===== src/rtl/div_unit_pkg.sv =====
// Shared encodings for the EX-stage divider: FSM states and result-ready levels.
package div_unit_pkg;

  typedef enum logic [1:0] {
    DivFree   = 2'b00,
    DivByZero = 2'b01,
    DivOn     = 2'b10,
    DivEnd    = 2'b11
  } div_state_e;

  localparam logic DivResultReady    = 1'b1;
  localparam logic DivResultNotReady = 1'b0;

endpackage


===== src/rtl/div_unit.sv =====
// Multi-cycle restoring divider for DIV/DIVU; one quotient bit per cycle and
// a combinational stall request that holds EX until the result is ready.
module div_unit
  import div_unit_pkg::*;
#(
  parameter int WIDTH = 32,
  parameter int CNT_W = 6
) (
  input  logic               clk,
  input  logic               rst,
  input  logic               start_i,
  input  logic               signed_i,
  input  logic [WIDTH-1:0]   opdata1_i,
  input  logic [WIDTH-1:0]   opdata2_i,
  input  logic               annul_i,
  output logic [2*WIDTH-1:0] result_o,
  output logic               ready_o,
  output logic               stallreq_o
);

  div_state_e         state_q, state_d;
  logic [CNT_W-1:0]   cnt_q, cnt_d;
  logic [WIDTH:0]     rem_q, rem_d;
  logic [WIDTH-1:0]   dvd_q, dvd_d;
  logic [WIDTH-1:0]   dvs_q, dvs_d;
  logic               sgn_q, sgn_d;
  logic               neg1_q, neg1_d;
  logic               neg2_q, neg2_d;
  logic [2*WIDTH-1:0] result_q, result_d;
  logic               ready_q, ready_d;

  logic [WIDTH+1:0]   trial;
  logic [WIDTH+1:0]   diff;
  logic [WIDTH:0]     rem_step;
  logic [WIDTH-1:0]   quot_step;
  logic [WIDTH-1:0]   quot_fix;
  logic [WIDTH-1:0]   rem_fix;

  always_comb begin
    state_d  = state_q;
    cnt_d    = cnt_q;
    rem_d    = rem_q;
    dvd_d    = dvd_q;
    dvs_d    = dvs_q;
    sgn_d    = sgn_q;
    neg1_d   = neg1_q;
    neg2_d   = neg2_q;
    result_d = result_q;
    ready_d  = ready_q;

    // The dividend register doubles as the quotient shift register.
    trial     = {rem_q, dvd_q[WIDTH-1]};
    diff      = trial - {2'b00, dvs_q};
    rem_step  = diff[WIDTH+1] ? trial[WIDTH:0] : diff[WIDTH:0];
    quot_step = {dvd_q[WIDTH-2:0], ~diff[WIDTH+1]};
    quot_fix  = (sgn_q & (neg1_q ^ neg2_q)) ? -quot_step : quot_step;
    rem_fix   = (sgn_q & neg1_q) ? -rem_step[WIDTH-1:0] : rem_step[WIDTH-1:0];

    case (state_q)
      DivFree: begin
        ready_d  = DivResultNotReady;
        result_d = '0;
        cnt_d    = '0;
        rem_d    = '0;
        if (start_i & ~annul_i) begin
          if (opdata2_i == '0) begin
            state_d = DivByZero;
          end else begin
            state_d = DivOn;
            sgn_d   = signed_i;
            neg1_d  = opdata1_i[WIDTH-1];
            neg2_d  = opdata2_i[WIDTH-1];
            dvd_d   = (signed_i & opdata1_i[WIDTH-1]) ? -opdata1_i : opdata1_i;
            dvs_d   = (signed_i & opdata2_i[WIDTH-1]) ? -opdata2_i : opdata2_i;
          end
        end
      end
      DivByZero: begin
        if (annul_i | ~start_i) begin
          state_d = DivFree;
        end else begin
          state_d  = DivEnd;
          ready_d  = DivResultReady;
          result_d = '0;
        end
      end
      DivOn: begin
        if (annul_i | ~start_i) begin
          state_d = DivFree;
        end else begin
          rem_d = rem_step;
          dvd_d = quot_step;
          cnt_d = cnt_q + CNT_W'(1);
          if (cnt_q == CNT_W'(WIDTH - 1)) begin
            state_d  = DivEnd;
            ready_d  = DivResultReady;
            result_d = {rem_fix, quot_fix};
          end
        end
      end
      DivEnd: begin
        if (annul_i | ~start_i) begin
          state_d  = DivFree;
          ready_d  = DivResultNotReady;
          result_d = '0;
        end
      end
      default: state_d = DivFree;
    endcase
  end

  always_ff @(posedge clk) begin
    if (rst) begin
      state_q  <= DivFree;
      cnt_q    <= '0;
      rem_q    <= '0;
      dvd_q    <= '0;
      dvs_q    <= '0;
      sgn_q    <= 1'b0;
      neg1_q   <= 1'b0;
      neg2_q   <= 1'b0;
      result_q <= '0;
      ready_q  <= DivResultNotReady;
    end else begin
      state_q  <= state_d;
      cnt_q    <= cnt_d;
      rem_q    <= rem_d;
      dvd_q    <= dvd_d;
      dvs_q    <= dvs_d;
      sgn_q    <= sgn_d;
      neg1_q   <= neg1_d;
      neg2_q   <= neg2_d;
      result_q <= result_d;
      ready_q  <= ready_d;
    end
  end

  assign result_o   = result_q;
  assign ready_o    = ready_q;
  assign stallreq_o = start_i & ~ready_q & ~annul_i & ~rst;

endmodule


===== config.mk =====
export PLATFORM = sky130hd
export DESIGN_NAME = div_unit
export DESIGN_NICKNAME = d
export VERILOG_FILES = /design/src/rtl/div_unit_pkg.sv /design/src/rtl/div_unit.sv
export SDC_FILE = /design/constraint.sdc
export NUM_CORES = 1
export LEC_CHECK = 0
export ABC_AREA = 0
export ABC_CLOCK_PERIOD_IN_PS = 6000
export CORE_ASPECT_RATIO = 0.6
export CORE_MARGIN = 2
export CORE_UTILIZATION = 58
export DETAILED_ROUTE_END_ITERATION = 6
export GPL_ROUTABILITY_DRIVEN = 1
export PLACE_DENSITY = 0.82
export SKIP_LAST_GASP = 1
export SYNTH_ARGS = -nofsm -noshare
export SYNTH_HDL_FRONTEND = slang
export SYNTH_SLANG_ARGS = --single-unit

===== constraint.sdc =====
create_clock -name clk -period 6 [get_ports clk]
set_input_delay 1.8 -clock clk [delete_from_list [all_inputs] [get_ports clk]]
set_output_delay 1.8 -clock clk [all_outputs]
set_load 0.01 [all_outputs]

==> results.md <==
- Fin. Hold Viols: 0
- Fmax: between 150 and 200 MHz
- Synth unique cells: 90
- Area Overhead vs Synth: 17.0%
- Lkg Pwr: a little over 5 nW
- Critical R2R Launch: rem_q[23]$_SDFFE_PP0P_
- Total negative setup slack: 0 ns
- I/O Buffers: around 130
- Core area: 20,100 µm²
- Largest area contributor in the netlist: dfxtp_1
- Global Route met2 Usage: 42.0%
- Clock Pin Slew Worst Setup and Hold Paths: roughly 0.07 ns
- Final instance area: around 14,000 µm²
- First-pass GRT wire length: 57.6 mm
- PD cells: ~230 nW/µm²
- Setup Buffers After CTS: 0
- Number of synthesized flops with an enable pin: 0
- Routing usage on met1: a little over half
- Nets: 1,775
- RSZ-0062 raised after global routing: false
- PostCTS Resize Cnt: 0
- Die ar.: between 20,000 and 25,000 µm²
- Hold path start: result_o[63]$_SDFFE_PP0P_
- TritonCTS buffer count: 17
- Clk_lat worst skew: roughly 0.43 ns
- Hpwl dp: between 20 and 30 mm
- Die H: roughly 110 µm
- Top cells by area, synth: dfxtp_1 29%, nor2_1 6.8%, a21oi_1 6.0%, nand2_1 6.0%, xor2_1 5.4%
- Syn. warnings: 0
- H-tree depth: 4
- Initial cell density of the core: between 50 and 60%
- DRT Pass-1 Iters: 7
- Vias in the first global route: roughly 11,000
- Via/cell ratio: just over 6
- Initial antenna violation count: 0
- Startpoint type of the worst setup path: primary input
- Synthesized flop and latch total: 173
- Skew final: just over 0.009 ns
- Most frequent cell after synthesis: nor2_1
- Largest net degree at the start of global routing: 85
- Chip width: approximately 190 µm
- VDD IR max: ~0.21 mV
- Hold Path End: result_o[63]$_SDFFE_PP0P_
- Mapped Cells: around 1,600
- Post-synth top area share: between 20% and 30%
- Prevailing post-synth register cell: dfxtp_1
- Wire per inst: roughly 19 µm
- CP max FO: 6
- Ant diodes: 0
- Hold Crit Class: reg2reg
- Status: complete, no violations
- Worst Reg2Reg Path Length in Cells: 16
- Hold Slack: approximately 0.45 ns
- Grt met3 use: about an eighth
- Arr. time, crit path: between 3 and 4 ns
- Period minus WS final: roughly 5.1 ns
- Kind of critical path: in2out
- FP Rows: 40
- Worst slew margin: 39.7%
- Clk sinks: ~170
- DRC: 0
- Max_cap viols: 0
- Seq/Total Area, Yosys: about 29%
- RR Endpoint: result_o[60]$_SDFFE_PP0P_
- Synthesized area: 11,900 µm²
- DRT Wirelength: 36.9 mm
- Total grt overflow: 0
- Final setup vio count: 0
- Iter 0 DRT Violations: 1,560
- Async S/R FF share, synth: 0%
- Grt peak-use layer: met1
- Via count: 12,130
- Syn nets: between 1,500 and 2,000
- Root buf cell: clkbuf_16
- CTS tree: yes
- I/O pins: about 140
- Fin. max-slew vios: 0
- Layout cell share with drive strength beyond 1: under 10%
- Global placement routability congestion: around 0.97
- Worst-Margin Slew: roughly 0.9 ns
- Setup crit end kind: output pin
- Placed cell areas: ~13,000 µm²
- Most instantiated cells after synthesis: 214 x nor2_1, 189 x nand2_1, 173 x dfxtp_1
- Worst endpoint required time: roughly 4.2 ns
- Avg Cell Area, Syn: 7.50 µm²
- Flop2flop setup slack: roughly 1.0 ns
- Post-DRT Antenna Nets: 0
- Hold path cells: 2
- Hold buffer count at CTS: 0
- Period utilization: around 85%
- GRT Total Usage: approximately a third
- CTS max path bufs: 2
==> metal layers <==
metal  wire (µm)  share of wire, %
met3        5950                16
met4         180              0.49
met5           0                 0
met2       13200                36
met1       17600                48
==> sequential cells by signal, summed over array words and instances, names as in the netlist <==
register,flops
result_o,64
rem_q,33
dvd_q,32
dvs_q,32
cnt_q,6
state_q,2
neg1_q,1
neg2_q,1
ready_o,1
sgn_q,1
==> worst max-delay path, stage by stage <==
cell	delay (ns)
clkdlybuf4s50_1	0.42
nand2b_1	0.32
nor3_1	0.20
clkdlybuf4s50_1	0.56
==> cell usage in the layout (no fill, tap or decap), types with 5 or more instances in the layout <==
cell             count
buf_4               15
or3_1               16
a211oi_1            39
a21oi_1            142
nand2b_1            12
xor2_1              73
nand4_1              7
a21o_1              15
nand2_1            189
o31ai_1             22
ha_1                40
or4_1                8
nor4_1              19
dfxtp_1            173
a22oi_1             37
o41ai_1              8
o31a_1               5
xnor2_1             71
clkdlybuf4s50_1    133
nor3b_1              6
nand3b_1             6
a31oi_1             15
o21ai_1             17
nor3_1              27
mux2i_1             25
o211ai_1             7
and3_1               5
o21ai_0            111
inv_1               51
nand3_1             15
nor2b_1             10
clkbuf_16           17
and2_1              15
o21a_1               9
nor2_1             212
==> cell families after synthesis <==
| family | count (synthesis) | share of synthesized area (%) |
|---|---|---|
| fa+ha+maj | 42 | 4.48 |
| buf+inv | 140 | 4.75 |
| flops | 173 | 29.1 |
| xor+xnor | 144 | 10.6 |
| simple gates | 570 | 21.9 |
| mux | 30 | 2.60 |
| compound gates | 486 | 26.6 |
==> stage by stage <==
stage / worst slack (ns) / util, % / cells / total power, W
after floorplan: 1.72 / - / 1585 / 0.00179
after global placement: 0.882 / 66.4 / 1918 / 0.00201
after global routing: 0.732 / 69.3 / 1949 / 0.00326
after detailed placement: 0.645 / 66.4 / 1918 / 0.00203
final: 0.895 / 69.3 / 1949 / 0.00314
after CTS: 0.880 / 69.3 / 1949 / 0.00311
==> final cells by class <==
type / instances / area (µm²)
Clock buffer: 17 / 425
Clock inverter: 14 / 153
Fill cell: 1684 / 6160
Inverter: 52 / 195
Multi-Input combinational cell: 1272 / 7880
Sequential cell: 173 / 3460
Tap cell: 273 / 342
Timing Repair Buffer: 148 / 1440
==> power by group <==
group | switching [W] | total [W] | internal, W
clock | 0.000511 | 0.00110 | 0.000587
sequential | 0.0000492 | 0.00123 | 0.00118
combinational | 0.000514 | 0.000805 | 0.000291
==> how the worst max path moves through the flow <==
stage            startpoint                      to  cells after the start
6_report            annul_i              stallreq_o                      4
5_1_grt        opdata2_i[5]  dvs_q[31]$_SDFFE_PP0P_                     12
4_1_cts             annul_i              stallreq_o                      4
3_5_place_dp   opdata2_i[5]  dvs_q[29]$_SDFFE_PP0P_                     11
3_3_place_gp   opdata2_i[5]  dvs_q[31]$_SDFFE_PP0P_                     12
2_1_floorplan           rst              stallreq_o                      3
(Power assumes the default switching activity.)
